### src/rtl/stage_ex_muldiv_pkg.sv
// Shared definitions for the EX stage and its multiply/divide unit.
//   aluOp_e   : ALUctr encodings (12..15 are unused and yield 0)
//   mdOp_e    : MD_op encodings (MD_MT writes HI or LO, selected by Shamt[0])
//   mdState_e : multiply/divide sequencer states
package stage_ex_muldiv_pkg;

   typedef enum logic [3:0] {
      ALU_ADD  = 4'd0,
      ALU_SUB  = 4'd1,
      ALU_AND  = 4'd2,
      ALU_OR   = 4'd3,
      ALU_XOR  = 4'd4,
      ALU_NOR  = 4'd5,
      ALU_SLT  = 4'd6,
      ALU_SLTU = 4'd7,
      ALU_SLL  = 4'd8,
      ALU_SRL  = 4'd9,
      ALU_SRA  = 4'd10,
      ALU_LUI  = 4'd11
   } aluOp_e;

   typedef enum logic [2:0] {
      MD_NONE  = 3'd0,
      MD_MULT  = 3'd1,
      MD_MULTU = 3'd2,
      MD_DIV   = 3'd3,
      MD_DIVU  = 3'd4,
      MD_MFHI  = 3'd5,
      MD_MFLO  = 3'd6,
      MD_MT    = 3'd7
   } mdOp_e;

   typedef enum logic [1:0] {
      MD_IDLE = 2'd0,
      MD_BUSY = 2'd1,
      MD_DONE = 2'd2
   } mdState_e;

endpackage

### src/rtl/stage_ex_muldiv_if.sv
// EX stage bus: operands and controls coming from ID/EX, results going to
// EX/MEM, plus the stall/flush handshake.
// Handshake: the stage holds the instruction in EX while ex_stall is 1; the
// upstream must keep SrcA/SrcB/Shamt/ALUctr/MD_op stable in those cycles.
// mem_stall freezes the EX/MEM handoff (no new mul/div is accepted), and
// flush kills whatever is in EX in that same cycle.
//   master : upstream/pipeline control side (drives operands, reads results)
//   slave  : the EX stage
//   mdState is a debug view of the multiply/divide sequencer.
interface stage_ex_muldiv_if #(
   parameter int XLEN = 32
);
   import stage_ex_muldiv_pkg::*;

   logic [XLEN-1:0] SrcA;
   logic [XLEN-1:0] SrcB;
   logic [4:0]      Shamt;
   logic [3:0]      ALUctr;
   logic [2:0]      MD_op;
   logic            mem_stall;
   logic            flush;
   logic [XLEN-1:0] ALUres;
   logic [XLEN-1:0] MemWd;
   logic            Zero;
   logic            ex_stall;
   logic [XLEN-1:0] HI;
   logic [XLEN-1:0] LO;
   mdState_e        mdState;

   modport master (
      output SrcA, SrcB, Shamt, ALUctr, MD_op, mem_stall, flush,
      input  ALUres, MemWd, Zero, ex_stall, HI, LO, mdState
   );

   modport slave (
      input  SrcA, SrcB, Shamt, ALUctr, MD_op, mem_stall, flush,
      output ALUres, MemWd, Zero, ex_stall, HI, LO, mdState
   );

endinterface

### src/rtl/stage_ex_muldiv_muldiv_unit.sv
// Iterative radix-2 multiply/divide unit owning the HI/LO registers.
//   op    : MD_op of the instruction (mult/multu/div/divu/mt)
//   a, b  : rs / rt operands
//   start : launch op (or perform the mthi/mtlo write) this cycle; only
//           meaningful in IDLE
//   mtLo  : for MD_MT, 1 writes LO, 0 writes HI
//   flush : abandon an operation in flight without touching HI/LO
//   busy  : state != IDLE
//   state : sequencer state (debug)
//   HI/LO : architectural registers
module stage_ex_muldiv_muldiv_unit
   import stage_ex_muldiv_pkg::*;
#(
   parameter int XLEN    = 32,
   parameter int MD_ITER = 32
) (
   input  logic            clk,
   input  logic            rst,
   input  logic [2:0]      op,
   input  logic [XLEN-1:0] a,
   input  logic [XLEN-1:0] b,
   input  logic            start,
   input  logic            mtLo,
   input  logic            flush,
   output logic            busy,
   output mdState_e        state,
   output logic [XLEN-1:0] HI,
   output logic [XLEN-1:0] LO
);

   localparam int CW = $clog2(MD_ITER + 1);

   logic [CW-1:0]     cnt;
   // Multiply: {partial product, multiplier}. Divide: {remainder, quotient}.
   logic [2*XLEN-1:0] acc;
   logic [XLEN-1:0]   opnd;     // multiplicand or divisor magnitude
   logic [XLEN-1:0]   origA;    // raw dividend, returned in HI on divide-by-zero
   logic              signA, signB, isDiv, bZero;

   logic              isSigned, opDiv, opMd, negA, negB;
   logic [XLEN-1:0]   magA, magB;
   logic [XLEN:0]     addSum, shifted, diff;
   logic [2*XLEN-1:0] accNext, prodFix;
   logic [XLEN-1:0]   quoFix, remFix;

   always_comb begin
      isSigned = (op == MD_MULT) || (op == MD_DIV);
      opDiv    = (op == MD_DIV) || (op == MD_DIVU);
      opMd     = (op == MD_MULT) || (op == MD_MULTU) || opDiv;
      negA     = isSigned & a[XLEN-1];
      negB     = isSigned & b[XLEN-1];
      magA     = negA ? -a : a;
      magB     = negB ? -b : b;
   end

   // One radix-2 step. The multiply add keeps its carry so the right shift
   // brings it into the product; the divide keeps the remainder only when
   // the trial subtraction does not borrow (restoring division).
   always_comb begin
      addSum  = {1'b0, acc[2*XLEN-1:XLEN]} + {1'b0, opnd};
      shifted = {acc[2*XLEN-1:XLEN], acc[XLEN-1]};
      diff    = shifted - {1'b0, opnd};
      accNext = acc;
      if (isDiv) begin
         if (!diff[XLEN]) accNext = {diff[XLEN-1:0], acc[XLEN-2:0], 1'b1};
         else             accNext = {shifted[XLEN-1:0], acc[XLEN-2:0], 1'b0};
      end else if (acc[0]) begin
         accNext = {addSum, acc[XLEN-1:1]};
      end else begin
         accNext = {1'b0, acc[2*XLEN-1:1]};
      end
   end

   // Sign fixups: product and quotient take signA^signB, remainder takes
   // the dividend's sign.
   always_comb begin
      prodFix = (signA ^ signB) ? -acc : acc;
      quoFix  = (signA ^ signB) ? -acc[XLEN-1:0] : acc[XLEN-1:0];
      remFix  = signA ? -acc[2*XLEN-1:XLEN] : acc[2*XLEN-1:XLEN];
   end

   assign busy = (state != MD_IDLE);

   always_ff @(posedge clk or negedge rst) begin
      if (!rst) begin
         state <= MD_IDLE;
         cnt   <= '0;
         acc   <= '0;
         opnd  <= '0;
         origA <= '0;
         signA <= 1'b0;
         signB <= 1'b0;
         isDiv <= 1'b0;
         bZero <= 1'b0;
         HI    <= '0;
         LO    <= '0;
      end else begin
         case (state)
            MD_IDLE: begin
               if (start && op == MD_MT) begin
                  if (mtLo) LO <= a;
                  else      HI <= a;
               end else if (start && opMd) begin
                  state <= MD_BUSY;
                  cnt   <= '0;
                  isDiv <= opDiv;
                  signA <= negA;
                  signB <= negB;
                  origA <= a;
                  bZero <= (b == '0);
                  opnd  <= opDiv ? magB : magA;
                  acc   <= {{XLEN{1'b0}}, (opDiv ? magA : magB)};
               end
            end
            MD_BUSY: begin
               if (flush) begin
                  state <= MD_IDLE;
               end else if (cnt == CW'(MD_ITER)) begin
                  state <= MD_DONE;
               end else begin
                  acc <= accNext;
                  cnt <= cnt + CW'(1);
               end
            end
            MD_DONE: begin
               state <= MD_IDLE;
               if (!flush) begin
                  if (isDiv && bZero) begin
                     HI <= origA;
                     LO <= '1;
                  end else if (isDiv) begin
                     HI <= remFix;
                     LO <= quoFix;
                  end else begin
                     HI <= prodFix[2*XLEN-1:XLEN];
                     LO <= prodFix[XLEN-1:0];
                  end
               end
            end
            default: state <= MD_IDLE;
         endcase
      end
   end

endmodule

### src/rtl/stage_ex_muldiv.sv
// EX stage of the 5-stage MIPS pipeline: integer ALU, HI/LO read mux,
// store-data forwarding and the stall logic around the multiply/divide unit.
//   clk, rst : clock, asynchronous active-low reset
//   ex       : stage_ex_muldiv_if.slave (operands, controls, results, stall)
module stage_ex_muldiv
   import stage_ex_muldiv_pkg::*;
#(
   parameter int XLEN    = 32,
   parameter int MD_ITER = 32   // must equal XLEN
) (
   input  logic             clk,
   input  logic             rst,
   stage_ex_muldiv_if.slave ex
);

   logic [XLEN-1:0] aluRes, hiReg, loReg;
   logic            isMd, isMt, mdStart, mdBusy;
   mdState_e        mdState;

   always_comb begin
      case (ex.ALUctr)
         ALU_ADD:  aluRes = ex.SrcA + ex.SrcB;
         ALU_SUB:  aluRes = ex.SrcA - ex.SrcB;
         ALU_AND:  aluRes = ex.SrcA & ex.SrcB;
         ALU_OR:   aluRes = ex.SrcA | ex.SrcB;
         ALU_XOR:  aluRes = ex.SrcA ^ ex.SrcB;
         ALU_NOR:  aluRes = ~(ex.SrcA | ex.SrcB);
         ALU_SLT:  aluRes = {{(XLEN-1){1'b0}}, $signed(ex.SrcA) < $signed(ex.SrcB)};
         ALU_SLTU: aluRes = {{(XLEN-1){1'b0}}, ex.SrcA < ex.SrcB};
         ALU_SLL:  aluRes = ex.SrcB << ex.Shamt;
         ALU_SRL:  aluRes = ex.SrcB >> ex.Shamt;
         ALU_SRA:  aluRes = $unsigned($signed(ex.SrcB) >>> ex.Shamt);
         ALU_LUI:  aluRes = {ex.SrcB[15:0], {(XLEN-16){1'b0}}};
         default:  aluRes = '0;
      endcase
   end

   always_comb begin
      isMd = (ex.MD_op == MD_MULT) || (ex.MD_op == MD_MULTU) ||
             (ex.MD_op == MD_DIV)  || (ex.MD_op == MD_DIVU);
      isMt = (ex.MD_op == MD_MT);
      // mthi/mtlo writes in IDLE regardless of mem_stall: repeating the
      // same write while the instruction is held is harmless.
      mdStart = !mdBusy && !ex.flush && ((isMd && !ex.mem_stall) || isMt);
   end

   // Stall sources: the accept cycle itself, every BUSY cycle, and any
   // HI/LO-related op sitting in EX while DONE is committing. A flush kills
   // the EX instruction, so it drops the stall in the same cycle; reset
   // gating keeps the stall low while the unit is held in reset.
   always_comb begin
      ex.ex_stall = rst && !ex.flush &&
                    ((!mdBusy && isMd && !ex.mem_stall) ||
                     (mdState == MD_BUSY) ||
                     (mdState == MD_DONE && ex.MD_op != MD_NONE));
   end

   always_comb begin
      if (ex.MD_op == MD_MFHI)      ex.ALUres = hiReg;
      else if (ex.MD_op == MD_MFLO) ex.ALUres = loReg;
      else                          ex.ALUres = aluRes;
      ex.Zero    = (ex.ALUres == '0);
      ex.MemWd   = ex.SrcB;
      ex.HI      = hiReg;
      ex.LO      = loReg;
      ex.mdState = mdState;
   end

   stage_ex_muldiv_muldiv_unit #(
      .XLEN    (XLEN),
      .MD_ITER (MD_ITER)
   ) uMulDiv (
      .clk   (clk),
      .rst   (rst),
      .op    (ex.MD_op),
      .a     (ex.SrcA),
      .b     (ex.SrcB),
      .start (mdStart),
      .mtLo  (ex.Shamt[0]),
      .flush (ex.flush),
      .busy  (mdBusy),
      .state (mdState),
      .HI    (hiReg),
      .LO    (loReg)
   );

endmodule

### src/flat_wrapper.sv
// flat-port wrapper written by rule: the top's interface ports become plain ports
module stage_ex_muldiv_flat import stage_ex_muldiv_pkg::*;
#(
   parameter int XLEN    = 32,
   parameter int MD_ITER = 32                     
)
  (clk, rst, ex_SrcA, ex_SrcB, ex_Shamt, ex_ALUctr, ex_MD_op, ex_mem_stall, ex_flush, ex_ALUres, ex_MemWd, ex_Zero, ex_ex_stall, ex_HI, ex_LO, ex_mdState);
  stage_ex_muldiv_if #(.XLEN(XLEN)) ex_i ();
  input  logic clk;
  input  logic rst;
  input wire logic [$bits(ex_i.SrcA)-1:0] ex_SrcA;
  input wire logic [$bits(ex_i.SrcB)-1:0] ex_SrcB;
  input wire logic [$bits(ex_i.Shamt)-1:0] ex_Shamt;
  input wire logic [$bits(ex_i.ALUctr)-1:0] ex_ALUctr;
  input wire logic [$bits(ex_i.MD_op)-1:0] ex_MD_op;
  input wire logic [$bits(ex_i.mem_stall)-1:0] ex_mem_stall;
  input wire logic [$bits(ex_i.flush)-1:0] ex_flush;
  output wire logic [$bits(ex_i.ALUres)-1:0] ex_ALUres;
  output wire logic [$bits(ex_i.MemWd)-1:0] ex_MemWd;
  output wire logic [$bits(ex_i.Zero)-1:0] ex_Zero;
  output wire logic [$bits(ex_i.ex_stall)-1:0] ex_ex_stall;
  output wire logic [$bits(ex_i.HI)-1:0] ex_HI;
  output wire logic [$bits(ex_i.LO)-1:0] ex_LO;
  output wire logic [$bits(ex_i.mdState)-1:0] ex_mdState;
  assign ex_i.SrcA = ex_SrcA;
  assign ex_i.SrcB = ex_SrcB;
  assign ex_i.Shamt = ex_Shamt;
  assign ex_i.ALUctr = ex_ALUctr;
  assign ex_i.MD_op = ex_MD_op;
  assign ex_i.mem_stall = ex_mem_stall;
  assign ex_i.flush = ex_flush;
  assign ex_ALUres = ex_i.ALUres;
  assign ex_MemWd = ex_i.MemWd;
  assign ex_Zero = ex_i.Zero;
  assign ex_ex_stall = ex_i.ex_stall;
  assign ex_HI = ex_i.HI;
  assign ex_LO = ex_i.LO;
  assign ex_mdState = ex_i.mdState;
  stage_ex_muldiv #(.XLEN(XLEN), .MD_ITER(MD_ITER)) u_core (.clk(clk), .rst(rst), .ex(ex_i));
endmodule
### config.mk
export PLATFORM = sky130hd
export DESIGN_NAME = stage_ex_muldiv_flat
export DESIGN_NICKNAME = d
export VERILOG_FILES = /design/src/rtl/stage_ex_muldiv_pkg.sv /design/src/rtl/stage_ex_muldiv_if.sv /design/src/rtl/stage_ex_muldiv_muldiv_unit.sv /design/src/rtl/stage_ex_muldiv.sv /design/src/flat_wrapper.sv
export SDC_FILE = /design/constraint.sdc
export NUM_CORES = 1
export LEC_CHECK = 0
export CAP_MARGIN = 20
export CORE_MARGIN = 3
export CORE_UTILIZATION = 35
export CTS_BUF_LIST = sky130_fd_sc_hd__clkbuf_8 sky130_fd_sc_hd__clkbuf_16
export DETAILED_ROUTE_END_ITERATION = 12
export GPL_TIMING_DRIVEN = 0
export SETUP_SLACK_MARGIN = 0.1
export SLEW_MARGIN = 5
export SYNTH_ARGS = -nofsm -noshare
export SYNTH_HDL_FRONTEND = slang
export SYNTH_HIERARCHICAL = 1
export SYNTH_SLANG_ARGS = --single-unit
### constraint.sdc
create_clock -name clk -period 7.2 [get_ports clk]
set_input_delay 1.44 -clock clk [delete_from_list [all_inputs] [get_ports clk]]
set_output_delay 1.44 -clock clk [all_outputs]
set_load 0.02 [all_outputs]
==> results.ini, run 1 <==
[run_status]
status = finished with violations
failed_checks = negative setup slack

[cells_and_area]
area_growth_pct = 20.7
fin_util_pct = 43.0
fill_cells = 8664
drive_gt1_share_pct = 12.3
layout_common_cells = nand2_1 (500), nor2_1 (355), a21oi_1 (347), o21ai_0 (260), dfrtp_1 (204)
final_common_cell = nand2_1
nNetsFinal = 4532

[synthesis]
synth-edff-count = 0
syn_area_per_cell_um2 = 7.24
syn_inst = 3991
ys_async_sr_fraction_pct = 100
synth_nets = 4248
synth.distinct_cells = 103
yosys_register_bits = 204
syn-cell-area_um2 = 28900
yosys_warnings = 6
ys.flop_type = dfrtp_1
yosysSeqAreaShare_pct = 17.7

[clock_network]
clockBufferDepth = 3
cts-root-buf = clkbuf_16
cts-hold-fix-buffers = 0
numCtsBuffers = 26
htreeDepth = 1
path_clk_slew_ns = 0.06
cts.sinks = 204
clkLatencyLatePin_ns = 0.56
tritoncts = yes

[critical_path]
crit_arrival_ns = 5.99
rrSetupSlack_ns = 2.29
timing.rr.start = u_core/uMulDiv/acc[54]
reg2reg_to = u_core/uMulDiv/acc[0]
r2r_cells = 12
start_kind = input port
path_class = in -> out
crit_start = ex_SrcB[31]
crit_path_end_kind = primary output
path_max_fanout = 13
endpoint = ex_Zero
worstPathRequired_ns = 5.76

[min_path]
min_path_cells = 2
hold_path.class = reg -> reg

[place]
place.gp.congestion = 1.11
io_buffers = 206
dp_hpwl_um = 157000

[grt]
grt_pass1_vias = 33600
overflow = 0
grt_max_degree = 96
grt_antenna_before_repair = 20
grt_first_pass_wirelength_um = 268000
grtUsageTotal_pct = 43.8

[route]
routed-wl-met3_um = 22900
via_count = 36200
m1WireLength_um = 75200
wl_met2_um = 80700
highest_layer = met5
drt-vias-per-instance = 6.74
drc_errors = 0
wl_per_cell_um = 36.5
drt-pass1-iter-count = 6
drt_wl_total_um = 196000
ant_nets = 0
drtIter0Drc = 4884

[die]
rows = 104
fp.dieH_um = 293
start_util_pct = 35.6
core_area_um2 = 81200
pin_count = 212
die_w_um = 293
dieArea_um2 = 86100

[run]
maxCapViolCount = 0

[timing]
setup_viol = 5
finalWorstSetupSlack_ns = -0.226
slew-limit-headroom_pct = 12.4
worst_pin_slew_ns = 1.31
fmax_mhz = 135
hold_viol = 0
rsz0062_at_grt = true
slew_violations = 0
holdWs_ns = 0.479
min_period_ns = 7.43
skew_ns = 0.00972
fin_crit_sh_pct = 103

[pwr]
p_leak_nw = 14.3
power_density_nw_per_um2 = 323
max-vdd-ir-drop_v = 0.000236

-- timing repair --
item	4_1_cts	5_1_grt
setup buffers	31	4
hold endpoints to repair	0	0
endpoints found under the setup margin	33	15
pin swaps	17	6
resized for setup	397	56
-- how the worst min path moves through the flow --
| stage | slack (ns) | from | to |
|---|---|---|---|
| CTS | 0.47 | u_core/uMulDiv/origA[15] | u_core/uMulDiv/origA[15] |
| finish | 0.48 | u_core/uMulDiv/origA[27] | u_core/uMulDiv/origA[27] |
| detailed placement | 0.46 | u_core/uMulDiv/origA[15] | u_core/uMulDiv/origA[15] |
| global placement | 0.46 | u_core/uMulDiv/origA[25] | u_core/uMulDiv/origA[25] |
| global route | 0.49 | u_core/uMulDiv/origA[31] | u_core/uMulDiv/origA[31] |
| floorplan | 0.44 | u_core/uMulDiv/origA[15] | u_core/uMulDiv/origA[15] |
-- layout make-up --
| type | instances | area, µm² | share of cell area [%] |
|---|---|---|---|
| Multi-Input combinational cell | 3252 | 22300 | 63.9 |
| Sequential cell | 204 | 5100 | 14.6 |
| Timing Repair Buffer | 263 | 2600 | 7.45 |
| Buffer | 349 | 1890 | 5.41 |
| Tap cell | 1060 | 1330 | 3.80 |
| Inverter | 179 | 709 | 2.03 |
| Clock buffer | 29 | 703 | 2.02 |
| Clock inverter | 19 | 254 | 0.728 |
| Antenna cell | 9 | 22.5 | 0.0646 |
-- cells by family (layout without fill, tap and decap cells) --
family | after synthesis | after routing | synth area share (%)
AOI/OAI and AO/OA | 1320 | 1320 | 29.6
xor gates and xnor gates | 203 | 203 | 6.15
adders and majority gates | 177 | 177 | 7.77
buffers and inverters | 535 | 839 | 8.03
DFF | 204 | 204 | 17.7
muxes | 208 | 208 | 9.06
other | 0 | 9 | 0
and+or+nand+nor | 1344 | 1344 | 21.7
-- through the flow --
stage	std cells	worst slack, ns	setup TNS [ns]	total power, mW	instance area [µm²]
floorplan	3991	0.872	0	6.52	28900
global placement	5257	-5.34	-1018.82	9.31	32300
detailed placement	5279	-3.15	-45.84	9.35	32700
CTS	5351	-0.00142	-0.00142	11.0	34700
global route	5356	-0.136	-0.136	11.8	34900
finish	5364	-0.226	-0.380	11.3	34900
-- registers in the layout (all words and copies together), names as in the netlist, 2 cells and up --
| name | flops |
|---|---|
| u_core/uMulDiv/acc | 64 |
| u_core/uMulDiv/origA | 32 |
| u_core/uMulDiv/opnd | 32 |
| u_core/uMulDiv/cnt | 6 |
| u_core/uMulDiv/state | 2 |
| u_core/uMulDiv/LO | 32 |
| u_core/uMulDiv/HI | 32 |
-- cell usage after synthesis, types with 13 or more instances --
library cell	number	share of area [%]
a221o_1	13	0.45
a21oi_1	360	6.2
nor3_1	98	1.7
o21a_1	29	0.75
inv_1	168	2.2
a22o_1	20	0.61
a31oi_1	71	1.5
and2_1	22	0.48
or3_1	22	0.48
nor2_1	358	4.6
dfrtp_1	204	18
mux4_2	37	2.9
buf_4	46	1.2
a21o_1	39	1.0
buf_2	44	0.76
o221ai_1	24	0.73
nor2b_1	40	0.87
nand2_1	505	6.6
a311oi_1	15	0.45
nand3_1	74	1.3
nor4_1	36	0.78
mux2_2	26	1.0
nand4_1	38	0.82
o21ai_0	268	4.6
o41ai_1	23	0.70
o211ai_1	58	1.5
and3_1	22	0.48
buf_1	25	0.32
o22ai_1	66	1.4
a221oi_1	27	0.82
or4_1	14	0.36
o21bai_1	14	0.36
ha_1	173	7.5
nand2b_1	35	0.76
mux2i_1	137	4.7
clkbuf_1	228	3.0
a22oi_1	41	1.1
o31ai_1	44	1.1
xnor2_1	126	3.8
a211oi_1	69	1.8
xor2_1	77	2.3
-- power breakdown --
group,switching [mW],total [mW],internal [mW]
sequential,0.701,2.29,1.59
clock,0.590,1.48,0.889
combinational,4.83,7.51,2.68
total,6.12,11.3,5.15
-- worst max-delay path, cell delays in order --
cell and delay (ns):
dlygate4sd2_1 0.59, mux4_2 0.75, and2_0 0.22, a31oi_2 0.30
a211oi_1 0.25, o32a_1 0.44, nand4b_1 0.19, nor4_2 0.41
nor4b_4 0.44, and3_4 0.30, nand4b_1 0.17, nor4_2 0.27
buf_4 0.19
-- layer usage --
| layer | GRT usage, % | up-vias |
|---|---|---|
| met5 | 0 | - |
| met1 | 55.5 | 17600 |
| li1 | - | 15200 |
| met2 | 64.6 | 2619 |
| met4 | 30.4 | 14 |
| met3 | 11.6 | 660 |
No activity file was read; power rests on OpenSTA's default activity.
==> inputs of run 2 (changes only) <==
--- a/config.mk
+++ b/config.mk
@@ -9,6 +9,7 @@
 export CORE_MARGIN = 3
 export CORE_UTILIZATION = 35
 export CTS_BUF_LIST = sky130_fd_sc_hd__clkbuf_8 sky130_fd_sc_hd__clkbuf_16
+export CTS_CLUSTER_SIZE = 12
 export DETAILED_ROUTE_END_ITERATION = 12
 export GPL_TIMING_DRIVEN = 0
 export SETUP_SLACK_MARGIN = 0.1
==> run 2 against run 1 <==
The run still ends with negative setup slack left. Global-route usage barely moved. Final area barely moved. Setup slack got worse by 0.12 ns. Critical path depth rose by 2. Register-to-register slack got worse by 0.14 ns. Largest cell class unchanged. Non-clock buffer count fell by 1. Clock power barely moved. Total power rose by 0.13%. Critical path type unchanged. Combinational power barely moved. Final cell count barely moved.
==> results.ini, run 2 (synthesized netlist as in run 1, its figures left out) <==
[run_status]
status = finished with violations
failed_checks = negative setup slack

[die]
rows = 104
pin_count = 212
core_area_um2 = 81200
fp.dieH_um = 293
start_util_pct = 35.6
dieArea_um2 = 86100
die_w_um = 293

[clock_network]
path_clk_slew_ns = 0.06
clkLatencyLatePin_ns = 0.56
numCtsBuffers = 26
cts-root-buf = clkbuf_16
tritoncts = yes
htreeDepth = 1
cts-hold-fix-buffers = 0
cts.sinks = 204
clockBufferDepth = 3

[route]
drtIter0Drc = 5064
drt-vias-per-instance = 6.75
drt_wl_total_um = 196000
ant_nets = 0
wl_per_cell_um = 36.5
drc_errors = 0
via_count = 36200
drt-pass1-iter-count = 7

[pwr]
power_density_nw_per_um2 = 324
p_sw_share_pct = 54.1
p_seq_share_pct = 20.3
combPwrFrac_pct = 66.5
totalPowerFinal_mw = 11.3
power.switching_mw = 6.11
power.internal_mw = 5.18
pwr-share-clk_pct = 13.2
p_leak_nw = 14.3
max-vdd-ir-drop_v = 0.000289

[cells_and_area]
multi_input_area_um2 = 22300
fill_cells = 8663
top_register = u_core/uMulDiv/acc
drive_gt1_share_pct = 12.2
nNetsFinal = 4531
area_growth_pct = 20.7
largest_reg_flops = 64
final_common_cell = nand2_1
layout_common_cells = nand2_1 (500), nor2_1 (355), a21oi_1 (347), o21ai_0 (260), dfrtp_1 (204)
regArea_um2 = 5100
design_area_um2 = 34900

[grt]
grtUsageTotal_pct = 43.7
grt_max_degree = 96
overflow = 0
grt_antenna_before_repair = 22
grt_pass1_vias = 33500
grt_first_pass_wirelength_um = 268000

[critical_path]
crit_arrival_ns = 6.11
worstPathRequired_ns = 5.76
start_kind = input port
crit_path_end_kind = primary output
path_class = in -> out
path_max_fanout = 10

[timing]
setup_viol = 2
skew_ns = 0.0170
fin_crit_sh_pct = 105
worst_pin_slew_ns = 1.32
finalWorstSetupSlack_ns = -0.347
rsz0062_at_grt = true
holdWs_ns = 0.477
slew_violations = 0
fmax_mhz = 132
slew-limit-headroom_pct = 11.6
min_period_ns = 7.55
hold_viol = 0
totalNegativeSetupSlack_ns = -0.520

[place]
place_area_um2 = 32700
place.gp.congestion = 1.11
io_buffers = 206
dp_hpwl_um = 157000

[min_path]
hold_path.class = reg -> reg

[run]
maxCapViolCount = 0

[run 2: cell types whose count changed in the layout (fill, tap and decap cells not counted), moves of 2 or more]
cell,before,now
diode_2,9,13
nor3_1,92,94
nor3_2,7,5
dlygate4sd2_1,15,17
clkbuf_4,5,7
clkinv_4,3,0
buf_4,108,106
clkdlybuf4s15_1,5,3
buf_2,45,43
inv_1,158,160
[run 2: worst paths after layout]
| check | from | to | slack (ns) | cells after the start |
|---|---|---|---|---|
| setup / recovery | ex_Shamt[0] | ex_Zero | -0.35 | 15 |
| hold / removal | u_core/uMulDiv/origA[15] | u_core/uMulDiv/origA[15] | 0.48 | 2 |
| min in group asynchronous | rst | u_core/uMulDiv/cnt[3] | 0.79 | 1 |
| setup reg to reg | u_core/uMulDiv/acc[54] | u_core/uMulDiv/acc[0] | 2.15 | 12 |
| hold reg to reg | u_core/uMulDiv/origA[15] | u_core/uMulDiv/origA[15] | 0.48 | 2 |
| max in group asynchronous | rst | u_core/uMulDiv/LO[1] | 5.21 | 3 |
[run 2: timing repair]
action	in CTS	in global routing
buffers inserted	31	3
gates cloned	0	0
pin swaps	17	3
endpoints found under the setup margin	33	16
endpoints found under the hold margin	0	0
resized for setup	398	49
[run 2: per-layer routing]
layer  part of all wire [%]  GRT usage [%]
met1                     39           55.7
met2                     41           64.8
met3                     11           11.1
met4                    8.6           29.9
met5                  0.068              0
[run 2: final cells by class]
type	count	area share, %
antenna	13	0.0933
buffer	349	5.41
clock buffer	29	2.02
clock inverter	18	0.725
inverter	179	2.03
multi-input combinational	3252	63.8
sequential	204	14.6
tap	1060	3.80
timing repair buffer	262	7.45
[run 2: stage by stage]
step	utilization, %	setup WS, ns	std cells
6_report	43.0	-0.347	5366
3_3_place_gp	39.8	-5.34	5257
4_1_cts	42.7	-0.00142	5350
2_1_floorplan	-	0.872	3991
5_1_grt	42.9	-0.161	5353
3_5_place_dp	40.2	-3.15	5279
[run 2: power groups by stage]
stage	Clock (mW)	Sequential, mW	Combinational, mW
6_report	1.49	2.29	7.51
5_1_grt	1.54	2.30	7.93
4_1_cts	1.50	2.24	7.22
3_5_place_dp	0	2.26	7.09
3_3_place_gp	0	2.26	7.05
2_1_floorplan	0	2.12	4.40
[run 2: worst max-delay path, cell delays in order]
cell and delay [ns]:
buf_2 0.25, buf_6 0.23, buf_2 0.26, clkbuf_2 0.36, buf_2 0.35, a221oi_2 0.65, o21ai_0 0.39, nand3_1 0.25
nand4b_1 0.13, nor4_2 0.41, nor4b_4 0.44, and3_4 0.30, nand4b_1 0.16, nor4_2 0.27, buf_4 0.19
